===== src/rtl/rle_memory_writer.sv =====
// rle_memory_writer: expands a run-length-encoded byte stream (value + repeat
// count, valid/ready handshake) into sequential writes to a single-port SRAM.
// Reports a one-cycle done pulse, the number of words written this session and
// a sticky overflow flag when the memory fills before the stream finishes.
// Optional feature macro: WRITER_CHECKSUM_EN adds a running byte-sum output.
module rle_memory_writer #(
  parameter int                    ADDR_WIDTH = 8,
  parameter int                    DATA_WIDTH = 8,
  parameter int                    CNT_WIDTH  = 8,
  parameter logic [ADDR_WIDTH-1:0] BASE_ADDR  = '0
) (
  input  logic                  clk,
  input  logic                  resetn,
  input  logic                  start,
  input  logic [DATA_WIDTH-1:0] data_in,
  input  logic [CNT_WIDTH-1:0]  repeats_in,
  input  logic                  last_in,
  input  logic                  valid,
  output logic                  ready,
  output logic                  done,
  output logic                  overflow,
  output logic [ADDR_WIDTH:0]   words_written,
  output logic                  csb0,
  output logic                  web0,
  output logic [ADDR_WIDTH-1:0] addr0,
`ifdef WRITER_CHECKSUM_EN
  output logic [DATA_WIDTH-1:0] checksum,
`endif
  output logic [DATA_WIDTH-1:0] din0
);

  typedef enum logic [1:0] {
    S_IDLE   = 2'd0,
    S_ACCEPT = 2'd1,
    S_WRITE  = 2'd2,
    S_DONE   = 2'd3
  } state_t;

  localparam logic [ADDR_WIDTH-1:0] LP_PTR_MAX = '1;
  localparam logic [CNT_WIDTH-1:0]  LP_CNT_ONE = CNT_WIDTH'(1);
  localparam logic [ADDR_WIDTH:0]   LP_WW_ONE  = (ADDR_WIDTH+1)'(1);

  state_t                  r_state;
  logic                    r_ready;
  logic                    r_done;
  logic                    r_overflow;
  logic [ADDR_WIDTH:0]     r_words;
  logic                    r_csb0;
  logic                    r_web0;
  logic [ADDR_WIDTH-1:0]   r_ptr;
  logic [DATA_WIDTH-1:0]   r_data;
  logic [CNT_WIDTH-1:0]    r_cnt;
  logic                    r_last;

  logic w_accept;
  logic w_run_end;
  logic w_mem_full;

  // Handshake completes only while the registered ready is up, so valid never
  // reaches ready combinationally.
  assign w_accept   = r_ready && valid;
  assign w_run_end  = (r_cnt == LP_CNT_ONE);
  assign w_mem_full = (r_ptr == LP_PTR_MAX);

  assign ready         = r_ready;
  assign done          = r_done;
  assign overflow      = r_overflow;
  assign words_written = r_words;
  assign csb0          = r_csb0;
  assign web0          = r_web0;
  assign addr0         = r_ptr;
  assign din0          = r_data;

  // Session FSM: every output is a register set on the transition into the
  // state that owns it, so the SRAM strobes are glitch-free.
  always_ff @(posedge clk or negedge resetn) begin
    if (!resetn) begin
      r_state    <= S_IDLE;
      r_ready    <= 1'b0;
      r_done     <= 1'b0;
      r_overflow <= 1'b0;
      r_words    <= '0;
      r_csb0     <= 1'b1;
      r_web0     <= 1'b1;
      r_ptr      <= '0;
      r_data     <= '0;
      r_cnt      <= '0;
      r_last     <= 1'b0;
    end else begin
      unique case (r_state)
        S_IDLE: begin
          if (start) begin
            r_state    <= S_ACCEPT;
            r_ready    <= 1'b1;
            r_ptr      <= BASE_ADDR;
            r_words    <= '0;
            r_overflow <= 1'b0;
          end
        end
        S_ACCEPT: begin
          if (w_accept) begin
            r_data  <= data_in;
            r_cnt   <= repeats_in;
            r_last  <= last_in;
            if (repeats_in == '0) begin
              // Empty run: consumed without touching the SRAM.
              if (last_in) begin
                r_state <= S_DONE;
                r_ready <= 1'b0;
                r_done  <= 1'b1;
              end
            end else begin
              r_state <= S_WRITE;
              r_ready <= 1'b0;
              r_csb0  <= 1'b0;
              r_web0  <= 1'b0;
            end
          end
        end
        S_WRITE: begin
          // One SRAM write lands on this edge at r_ptr.
          r_words <= r_words + LP_WW_ONE;
          r_cnt   <= r_cnt - LP_CNT_ONE;
          if (w_run_end && r_last) begin
            // Clean finish wins even if the final write hit the top address.
            r_state <= S_DONE;
            r_csb0  <= 1'b1;
            r_web0  <= 1'b1;
            r_done  <= 1'b1;
          end else if (w_mem_full) begin
            // Out of memory with work remaining: drop the rest, never wrap.
            r_state    <= S_DONE;
            r_csb0     <= 1'b1;
            r_web0     <= 1'b1;
            r_done     <= 1'b1;
            r_overflow <= 1'b1;
          end else if (w_run_end) begin
            r_state <= S_ACCEPT;
            r_csb0  <= 1'b1;
            r_web0  <= 1'b1;
            r_ready <= 1'b1;
            r_ptr   <= r_ptr + 1'b1;
          end else begin
            r_ptr   <= r_ptr + 1'b1;
          end
        end
        S_DONE: begin
          r_state <= S_IDLE;
          r_done  <= 1'b0;
        end
        default: begin
          r_state <= S_IDLE;
        end
      endcase
    end
  end

`ifdef WRITER_CHECKSUM_EN
  logic [DATA_WIDTH-1:0] r_checksum;

  assign checksum = r_checksum;

  // Running modulo sum of every byte written; cleared on start, held after done.
  always_ff @(posedge clk or negedge resetn) begin
    if (!resetn) begin
      r_checksum <= '0;
    end else if (r_state == S_IDLE && start) begin
      r_checksum <= '0;
    end else if (r_state == S_WRITE) begin
      r_checksum <= r_checksum + r_data;
    end
  end
`endif

endmodule

===== config.mk =====
export PLATFORM = sky130hd
export DESIGN_NAME = rle_memory_writer
export DESIGN_NICKNAME = d
export VERILOG_FILES = /design/src/rtl/rle_memory_writer.sv
export SDC_FILE = /design/constraint.sdc
export NUM_CORES = 1
export LEC_CHECK = 0
export CAP_MARGIN = 20
export CORE_MARGIN = 4
export CORE_UTILIZATION = 40
export DETAILED_ROUTE_END_ITERATION = 6
export GPL_TIMING_DRIVEN = 0
export PLACE_DENSITY = 0.67
export SYNTH_ARGS = -nofsm -noshare
export SYNTH_HDL_FRONTEND = slang
export SYNTH_SLANG_ARGS = --single-unit

===== constraint.sdc =====
create_clock -name clk -period 3.71 [get_ports clk]
set_input_delay 0.371 -clock clk [delete_from_list [all_inputs] [get_ports clk]]
set_output_delay 0.371 -clock clk [all_outputs]
set_load 0.02 [all_outputs]

== Word-level counts from Yosys, hierarchy flattened ==
Index checks and enable logic that the tools add are counted.

* Flip-flop bits (word level): 40
* Input port bits: 21
* Output and inout bits: 30
* Word-level logic and storage cells: 85

* $add $sub $neg: 3
* Equality and inequality tests: 17
* Multiplexer cells: 38
* Reductions and logical operators: 17

{| class="wikitable"
|+ Operators by type and width
! operator !! number
|-
| 8-bit 2-to-1 mux || 4
|-
| 8-bit one-hot mux with 2 select lines || 2
|-
| 1-bit 2-to-1 mux || 18
|-
| 2-bit != test, second input constant || 9
|-
| 9-bit one-hot mux with 2 select lines || 1
|-
| 4-bit AND reduction || 4
|-
| 2-bit 2-to-1 mux || 7
|-
| 9-bit by 1-bit adder with 9-bit output, second input constant || 1
|-
| 9-bit 2-to-1 mux || 1
|-
| 8-bit by 1-bit adder with 8-bit output, second input constant || 1
|-
| 8-bit by 1-bit equality test with 1-bit output, second input constant || 1
|-
| 8-bit equality test, second input constant || 1
|-
| 8-bit logical NOT || 1
|-
| 2-bit one-hot mux with 4 select lines || 1
|-
| 8-bit by 1-bit subtractor with 8-bit output, second input constant || 1
|-
| 7-bit AND reduction || 1
|-
| 3-bit != test, second input constant || 2
|-
| 1-bit one-hot mux with 3 select lines || 2
|-
| 2-bit AND reduction || 3
|-
| 3-bit nonzero test || 2
|-
| 5-bit AND reduction || 1
|-
| 2-bit equality test, second input constant || 2
|-
| 4-bit != test, second input constant || 1
|-
| 1-bit one-hot mux with 2 select lines || 2
|-
| other kinds (4) || 6
|}

== Longest topological paths before layout ==
Gate-level depths: netlist (run 1).

* Depth after elaboration: 5
* Mapped depth: 6
* Depth with buffers taken out: 6

== Worst setup path before layout (run 1) ==
Ideal clock, no wire load.

* Path kind: register to register
* Start point: reg r_cnt[2]
* End point: reg r_ptr[7] (netlist: addr0[7])
* Setup time: 0.079 ns
* Arrival time: 1.708 ns
* Required time: 3.631 ns
* Slack: 1.922 ns
* Stages on the path, launching flop included: 6
* Buffers on the path: 1
* Clock period less this slack: 1.788 ns
* Path through: dfrtp_1 -> or3_1 -> buf_6 -> o41ai_4 -> or4_1 -> mux2i_1

* Cells in the longest elaborated chain, start to end: 4

{| class="wikitable"
|+ RTL lines
! item !! line !! text
|-
| start, declared || 52 || <nowiki>logic [CNT_WIDTH-1:0] r_cnt;</nowiki>
|-
| start signal, assigned || 103 || <nowiki>r_cnt <= repeats_in;</nowiki>
|-
| start signal, assigned || 123 || <nowiki>r_cnt <= r_cnt - LP_CNT_ONE;</nowiki>
|-
| 8-bit by 1-bit equality test with 1-bit output || 62 || <nowiki>assign w_run_end = (r_cnt == LP_CNT_ONE);</nowiki>
|-
| 1-bit logical AND || 124 || <nowiki>if (w_run_end && r_last) begin</nowiki>
|-
| 2-bit != test (no line) || n/a ||
|-
| 4-bit AND reduction (no line) || n/a ||
|-
| end signal, assigned || 142 || <nowiki>r_ptr <= r_ptr + 1'b1;</nowiki>
|-
| end signal, assigned || 144 || <nowiki>r_ptr <= r_ptr + 1'b1;</nowiki>
|-
| end, declared || 50 || <nowiki>logic [ADDR_WIDTH-1:0] r_ptr;</nowiki>
|}

Every way passes these cells.
A chain may end at the register's enable or synchronous reset.

== Worst setup path after layout (run 1) ==
Ends and elaborated chain as after synthesis.

==> results of run 1 <==
-- kinds of logic (layout without fill, tap and decap cells) --
group	Yosys count	after routing	share of synthesized area
AND/OR/NAND/NOR	100	100	0.240
AO/OA/AOI/OAI	48	48	0.181
flip-flops	40	40	0.486
buffers and inverters	18	77	0.0388
multiplexers	6	6	0.0297
adder cells (fa/ha/maj)	4	4	0.0243
-- cell usage in the layout, fill, tap and decap left out, drive strengths merged, types with 3 or more instances in the layout --
master	Yosys	layout
o21ai	11	11
nand2	44	44
ha	4	4
or3	3	3
o31ai	4	4
clkdlybuf4s50	0	49
clkbuf	7	14
o41ai	4	4
nor4	6	6
nor2	10	10
mux2i	5	5
nor3	7	7
buf	4	6
nand3	9	9
o211ai	6	6
inv	7	7
dfrtp	39	39
nand4	7	7
and2	3	3
nand2b	3	3
-- worst max-delay path, stage by stage, from the launching register on --
cell	delay, ns
dfrtp_1	0.44
or3_1	0.38
buf_6	0.15
o41ai_4	0.57
or4_1	0.21
mux2i_1	0.18
-- cell type report --
class                      count  area (um2)
buffer                        11        53.8
clock buffer                   7        96.3
clock inverter                 1        30.0
fill                         444        2060
inverter                       7        26.3
multi-input combinational    158         980
sequential                    40        1000
tap                           67        83.8
timing repair buffer          51         515
-- flip-flops by register name, summed over array words and instances (netlist names) --
signal         count
words_written      9
done               1
overflow           1
r_last             1
din0               8
ready              1
r_state            2
web0               1
r_cnt              8
addr0              8
-- metrics by stage --
step / cell area (um2) / util / setup WS (ns) / std cells / hold slack [ns]
3_5_place_dp: 2660 / 0.549 / 1.57 / 334 / 0.359
4_1_cts: 2790 / 0.575 / 1.68 / 342 / 0.0395
6_report: 2790 / 0.575 / 1.71 / 342 / 0.0389
2_1_floorplan: 2060 / - / 1.92 / 216 / 0.0754
3_3_place_gp: 2650 / 0.546 / 1.25 / 333 / 0.458
5_1_grt: 2790 / 0.575 / 1.57 / 342 / 0.0473
-- report_power, final --
part           switching (mW)  internal [mW]  leakage, nW  total (mW)
clock network           0.151          0.237       0.0645       0.388
logic                   0.200          0.206        0.574       0.406
registers               0.113          0.533        0.519       0.646
total                   0.464          0.976         1.16        1.44
-- layer usage --
metal / GRT usage / vias up / wire [um]
met1: 0.232 / 883 / 2440
met3: 0.0395 / 2 / 199
met5: 0 / - / 0
li1: - / 913 / -
met2: 0.245 / 39 / 2330
met4: 0.0557 / 0 / 40
-- worst max path at each step --
stage / slack [ns] / endpoint / cells past startpoint / start
floorplan: 1.92 / addr0[7] / 5 / r_cnt[2]
global placement: 1.25 / r_cnt[1] / 1 / resetn
detailed placement: 1.57 / r_cnt[2] / 6 / valid
CTS: 1.68 / addr0[7] / 5 / r_cnt[2]
global route: 1.57 / addr0[7] / 6 / r_cnt[1]
finish: 1.71 / addr0[7] / 5 / r_cnt[2]
==> impl_metrics.env, run 1 <==
export IMPL_numPortBuffers=50
export IMPL_initial_core_util=0.425
export IMPL_fin_crit_sh=0.539
export IMPL_grt_max_degree=41
export IMPL_gp_congestion=0.800
export IMPL_run_status="finished clean"
export IMPL_antenna_cells=0
export IMPL_synth_seq_cells=40
export IMPL_ant_nets=0
export IMPL_synth_top_area_share=0.473
export IMPL_dp_hpwl_um=3610
export IMPL_min_period_ns=2.00
export IMPL_drt_iter0_drc=121
export IMPL_max_freq_mhz=500
export IMPL_die_y_um=79.8
export IMPL_cts_buffers=5
export IMPL_grt_pass1_wl_um=8140
export IMPL_rrSetupSlack_ns=1.71
export IMPL_cts_resized=0
export IMPL_drt_vias_per_instance=5.37
export IMPL_ys_flop_type="dfrtp_1"
export IMPL_yosysTopAreaCell="dfrtp_1"
export IMPL_synth_commonest_cells="nand2_1, dfrtp_1, o21ai_0"
export IMPL_fp_row_count=25
export IMPL_num_nets_final=299
export IMPL_rsz0062_at_grt="false"
export IMPL_worstHoldPathType="primary input to asynchronous set/reset pin"
export IMPL_cts_htree_levels=2
export IMPL_ctsLongestPathBuffers=2
export IMPL_drv_slew=0
export IMPL_worst_ep_arrival_time_ns=2.21
export IMPL_dieArea_um2=6370
export IMPL_synth_edf_count=0
export IMPL_setup_tns_ns=0
export IMPL_cp_required_ns=3.92
export IMPL_synth_net_count=241
export IMPL_synthArstFlopShare=1.00
export IMPL_synth_area_um2=2060
export IMPL_startpoint_type="flop"
export IMPL_reg2reg_to="addr0[7]"
export IMPL_syn_inst=216
export IMPL_ios=51
export IMPL_core_area_um2=4850
export IMPL_drive_gt1_frac=0.0727
export IMPL_clockRootBuffer="clkbuf_8"
export IMPL_grt_overflow=0
export IMPL_ys_seq_area_frac=0.486
export IMPL_dr_pass1_iters=4
export IMPL_cts_sinks=40
export IMPL_ys_warn_count=0
export IMPL_r2r_cells=5
export IMPL_critical_path_endpoint_type="flop"
export IMPL_setup_viol=0
export IMPL_worst_pin_slew_ns=0.547
export IMPL_worstReg2RegStart="r_cnt[2]"
export IMPL_synthTopCellsByArea="dfrtp_1, nand2_1, o21ai_0, ha_1, mux2i_1"
export IMPL_grt_pass1_vias=1701
export IMPL_leakage_nw=1.16
export IMPL_yosysUniqueCellTypes=49
export IMPL_antenna_found_initial=0
export IMPL_post_cts_buffers=0
export IMPL_synthToLayoutAreaGrowth_pct=35.2
export IMPL_remaining_drc_errors=0
export IMPL_clock_latency_ns=0.29
export IMPL_post_drt_wl_per_cell_um=14.6
export IMPL_fp_dieW_um=79.8
export IMPL_via_count=1837
export IMPL_cp_max_fo=9
export IMPL_ir_drop_mv=0.257
export IMPL_skew_ns=0.00465
export IMPL_clk_pin_slew_worst_paths_ns=0.08
export IMPL_finalPower_mw=1.44
export IMPL_crit_type="flop to flop"
export IMPL_cts_tree="done"
export IMPL_hold_viol_final=0
export IMPL_maxCapViolations=0
export IMPL_grt_usage=0.164
export IMPL_ctsHoldBuffers=0
export IMPL_drt_total_wl_um=5010
export IMPL_yosysMostFrequentCell="nand2_1"
export IMPL_syn_area_per_cell_um2=9.55
export IMPL_relSlewSlack=0.634
export IMPL_power_density_nw_per_um2=516
No activity file was read; power rests on OpenSTA's default activity.
==> inputs of run 2 (changes only) <==
clock period = 2.1 ns   (was 3.71 ns; I/O delays follow)
==> run 2 against run 1 <==
  * First-iteration DRC count down 4.1%
  * Largest power group unchanged
  * Critical endpoint unchanged
  * Total power up 77%
  * Cell area up 0.63%
  * Highest routed layer unchanged
  * Clock-buffer cell count unchanged
  * Non-clock buffer count up 2
  * Maximum frequency up 3.5%
  * Worst setup slack worse by 1.5 ns
==> impl_metrics.env, run 2 (same netlist as run 1, synthesis figures left out) <==
export IMPL_dr_pass1_iters=4
export IMPL_placed_cells=334
export IMPL_initial_core_util=0.425
export IMPL_via_count=1851
export IMPL_grt_usage=0.164
export IMPL_drt_iter0_drc=116
export IMPL_hold_viol_final=0
export IMPL_max_stage_delay_ns=0.43
export IMPL_min_period_ns=1.93
export IMPL_fp_row_count=25
export IMPL_cts_tree="done"
export IMPL_dp_hpwl_um=3610
export IMPL_final_cell_mix="clkdlybuf4s50_1, nand2_1, dfrtp_1"
export IMPL_grt_overflow=0
export IMPL_cts_sinks=40
export IMPL_worstHoldPathType="primary input to asynchronous set/reset pin"
export IMPL_ir_drop_mv=0.455
export IMPL_cp_slowest_cell="dfrtp_1"
export IMPL_relSlewSlack=0.664
export IMPL_drt_total_wl_um=5020
export IMPL_cp_max_fo=9
export IMPL_setup_viol=0
export IMPL_skew_ns=0.00473
export IMPL_worst_pin_slew_ns=0.505
export IMPL_ctsLongestPathBuffers=2
export IMPL_fin_ws_ns=0.166
export IMPL_synthToLayoutAreaGrowth_pct=36.0
export IMPL_hold_ws_ns=0.423
export IMPL_fin_crit_sh=0.921
export IMPL_run_status="finished clean"
export IMPL_pre_cts_ws_ns=0.0820
export IMPL_clk_pin_slew_worst_paths_ns=0.08
export IMPL_dieArea_um2=6370
export IMPL_grt_max_degree=41
export IMPL_gp_congestion=0.800
export IMPL_ant_nets=0
export IMPL_grt_pass1_vias=1705
export IMPL_drv_slew=0
export IMPL_ios=51
export IMPL_post_drt_wl_per_cell_um=14.6
export IMPL_startpoint_type="flop"
export IMPL_setup_tns_ns=0
export IMPL_max_freq_mhz=517
export IMPL_crit_type="flop to flop"
export IMPL_num_nets_final=301
export IMPL_maxCapViolations=0
export IMPL_core_area_um2=4850
export IMPL_cp_required_ns=2.28
export IMPL_rsz0062_at_grt="false"
export IMPL_finalPower_mw=2.54
export IMPL_largest_register_ff_count=9
export IMPL_remaining_drc_errors=0
export IMPL_utilization=0.579
export IMPL_clock_latency_ns=0.29
export IMPL_cp_cell_sequence="inv_1, ha_1, or2b_1, o41ai_4, buf_4, or4_1, mux2i_1"
export IMPL_drt_vias_per_instance=5.38
export IMPL_clockRootBuffer="clkbuf_8"
export IMPL_leakage_nw=1.17
export IMPL_power_density_nw_per_um2=907
export IMPL_worst_ep_arrival_time_ns=2.11
export IMPL_drive_gt1_frac=0.0758
export IMPL_placement_cell_area_um2=2660
export IMPL_numPortBuffers=50
export IMPL_fin_cells=344
export IMPL_antenna_found_initial=0
export IMPL_final_area_um2=2810
export IMPL_cts_buffers=5
export IMPL_final_common_cell="clkdlybuf4s50_1"
export IMPL_crit_buf_inv=2
export IMPL_cts_htree_levels=2
export IMPL_critical_path_endpoint_type="flop"
export IMPL_critical_path_top_delay_family="simple AND/OR/NAND/NOR gates"
export IMPL_fp_dieW_um=79.8
export IMPL_antenna_cells=0
export IMPL_die_y_um=79.8
export IMPL_grt_pass1_wl_um=8140
run 2: cell count changes in the layout (fill, tap and decap cells not counted), sizes merged:
cell         delta
dlygate4sd3     +1
buf             +1
run 2: cell type report:
class,count,area (um2)
timing repair buffer,53,533
buffer,11,53.8
sequential,40,1000
clock buffer,7,96.3
multi-input combinational,158,980
clock inverter,1,30.0
inverter,7,26.3
tap,67,83.8
fill,441,2040
run 2: power by group:
part | switching [mW] | internal (mW) | total (mW)
Clock | 0.266 | 0.419 | 0.686
Combinational | 0.354 | 0.364 | 0.717
Sequential | 0.199 | 0.942 | 1.14
run 2: worst paths after layout:
kind,start,to,slack (ns),cells after the start
max in group asynchronous,resetn,web0,1.42,3
min in group clk,data_in[5],din0[5],0.44,3
max reg2reg,r_cnt[1],addr0[7],0.17,7
min,resetn,addr0[2],0.42,3
max,r_cnt[1],addr0[7],0.17,7
min reg2reg,din0[2],din0[2],0.48,2
run 2: tightest hold or removal path: cells and delay by family:
family	cells	cell delay (ns)
buffers and inverters	3	0.87
run 2: per-layer routing:
layer | wire length (um) | GRT usage | vias up
li1 | - | - | 915
met1 | 2420 | 0.231 | 884
met2 | 2300 | 0.245 | 46
met3 | 229 | 0.0395 | 6
met4 | 72 | 0.0557 | 0
met5 | 0 | 0 | -
run 2: timing repair:
| action | CTS | global route |
|---|---|---|
| hold buffers | 1 | 0 |
| gates resized for setup | 0 | 0 |
| endpoints found under the setup margin | 0 | 1 |
| setup buffers | 0 | 1 |
| endpoints found under the hold margin | 39 | 0 |
==> inputs of run 3 (changes only) <==
CORE_MARGIN = unset   (was 4)
MAX_ROUTING_LAYER = met4   (was unset)
RECOVER_POWER = 100   (was unset)
==> run 3 against run 2 <==
  * Combinational power is 5.7% lower
  * Non-clock buffer count is 1 higher
  * Clock-buffer cell count is 2 lower
  * Sequential power hardly changed
  * Maximum frequency is 2.8% lower
  * Clock power is 7.1% higher
  * Wire length is 4.1% lower
  * Cell area is 0.58% higher
  * Critical path type unchanged
  * Largest power group unchanged
==> impl_metrics.env, run 3 (same netlist as run 1, synthesis figures left out) <==
export IMPL_run_status="finished clean"
export IMPL_critical_path_endpoint_type="flop"
export IMPL_leakage_nw=1.26
export IMPL_fillCellCount=439
export IMPL_ant_nets=0
export IMPL_worst_pin_slew_ns=1.14
export IMPL_dp_hpwl_um=3490
export IMPL_multi_input_area_um2=980
export IMPL_ctsLongestPathBuffers=2
export IMPL_clk_pin_slew_worst_paths_ns=0.08
export IMPL_fin_crit_sh=0.948
export IMPL_antenna_found_initial=0
export IMPL_grt_pass1_wl_um=7870
export IMPL_largest_register_ff_count=9
export IMPL_via_count=1855
export IMPL_core_area_um2=4850
export IMPL_crit_type="flop to flop"
export IMPL_numPortBuffers=50
export IMPL_rsz0062_at_grt="false"
export IMPL_cts_htree_levels=2
export IMPL_final_common_cell="nand2_1"
export IMPL_dr_pass1_iters=4
export IMPL_drt_total_wl_um=4820
export IMPL_cp_required_ns=2.30
export IMPL_setup_tns_ns=0
export IMPL_pre_cts_ws_ns=0.0986
export IMPL_num_nets_final=302
export IMPL_initial_core_util=0.425
export IMPL_drv_slew=0
export IMPL_drt_iter0_drc=136
export IMPL_cts_tree="done"
export IMPL_power_density_nw_per_um2=903
export IMPL_ios=51
export IMPL_synthToLayoutAreaGrowth_pct=36.8
export IMPL_fp_dieW_um=73.8
export IMPL_placed_cells=334
export IMPL_grt_usage=0.200
export IMPL_finalPower_mw=2.55
export IMPL_drt_vias_per_instance=5.39
export IMPL_clkPwrFrac=0.288
export IMPL_cts_buffers=5
export IMPL_max_freq_mhz=502
export IMPL_min_period_ns=1.99
export IMPL_clockRootBuffer="clkbuf_8"
export IMPL_p_int_mw=1.74
export IMPL_hold_viol_final=0
export IMPL_maxCapViolations=0
export IMPL_setup_viol=0
export IMPL_fin_ws_ns=0.110
export IMPL_share_seq_of_total_power=0.446
export IMPL_switching_share=0.319
export IMPL_p_sw_mw=0.812
export IMPL_post_drt_wl_per_cell_um=14.0
export IMPL_skew_ns=0.00236
export IMPL_relSlewSlack=0.238
export IMPL_clock_latency_ns=0.29
export IMPL_fp_row_count=25
export IMPL_remaining_drc_errors=0
export IMPL_worst_ep_arrival_time_ns=2.19
export IMPL_cp_max_fo=8
export IMPL_rrSetupSlack_ns=0.11
export IMPL_drive_gt1_frac=0.0794
export IMPL_dieArea_um2=5450
export IMPL_grt_max_degree=23
export IMPL_ff_latch_area_um2=1000
export IMPL_startpoint_type="flop"
export IMPL_fin_cells=344
export IMPL_ir_drop_mv=0.440
export IMPL_grt_pass1_vias=1661
export IMPL_combPwrFrac=0.265
export IMPL_antenna_cells=0
export IMPL_die_y_um=73.8
export IMPL_cts_sinks=40
export IMPL_gp_congestion=0.835
export IMPL_worstHoldPathType="primary input to flop"
export IMPL_utilization=0.582
export IMPL_grt_overflow=0
export IMPL_final_cell_mix="nand2_1, dfrtp_1, dlygate4sd3_1"
run 3: cell types whose count changed in the layout (fill, tap and decap cells not counted), moves of 2 or more:
cell	delta
clkbuf_2	+3
clkdlybuf4s50_1	-30
clkbuf_8	-2
dlygate4sd3_1	+30
run 3: layout make-up:
type | instances | share of cell area
plain buffers | 11 | 0.0200
clock buffers | 5 | 0.0244
clock inverters | 2 | 0.0213
inverters | 7 | 0.00931
multi-input cells | 158 | 0.347
flip-flops and latches | 40 | 0.355
well taps | 67 | 0.0297
repair buffers | 54 | 0.193
run 3: path summary, 6_finish.rpt:
kind                       cells past startpoint       end       start
max reg2reg                                    8  addr0[1]    r_cnt[1]
max                                            8  addr0[1]    r_cnt[1]
min reg2reg                                    2   din0[1]     din0[1]
max in group asynchronous                      2  r_cnt[3]      resetn
min                                            3   din0[5]  data_in[5]
min in group asynchronous                      2  addr0[7]      resetn
run 3: through the flow:
stage / cell area (um2) / hold slack (ns)
2_1_floorplan: 2060 / -0.0856
3_3_place_gp: 2650 / 0.457
3_5_place_dp: 2670 / 0.191
4_1_cts: 2810 / 0.413
5_1_grt: 2820 / 0.444
6_report: 2820 / 0.435
run 3: metal layers:
| layer | vias up | wire, um | GRT usage |
|---|---|---|---|
| met5 | - | 0 | - |
| met4 | 0 | 74 | 0.0662 |
| met3 | 9 | 248 | 0.0480 |
| met2 | 55 | 2160 | 0.284 |
| met1 | 871 | 2340 | 0.279 |
| li1 | 920 | - | - |
run 3: worst max-delay path: stages, from the launching register on:
cell      delay [ns]
dfrtp_1         0.44
inv_1           0.10
ha_1            0.13
or2b_1          0.30
o41ai_4         0.33
clkbuf_2        0.25
clkbuf_4        0.17
o211ai_1        0.08
o31ai_1         0.10
run 3: repair_timing:
action,CTS,global route
endpoints found under the hold margin,17,0
setup buffers,0,2
gates resized for setup,0,3
hold buffers,1,0
endpoints found under the setup margin,0,3
run 3: power groups by stage:
stage | clock, mW | combinational, mW | sequential [mW]
2_1_floorplan | 0 | 0.290 | 1.23
3_3_place_gp | 0 | 0.702 | 1.15
3_5_place_dp | 0 | 0.716 | 1.15
4_1_cts | 0.750 | 0.721 | 1.14
5_1_grt | 0.780 | 0.746 | 1.17
6_report | 0.735 | 0.676 | 1.14
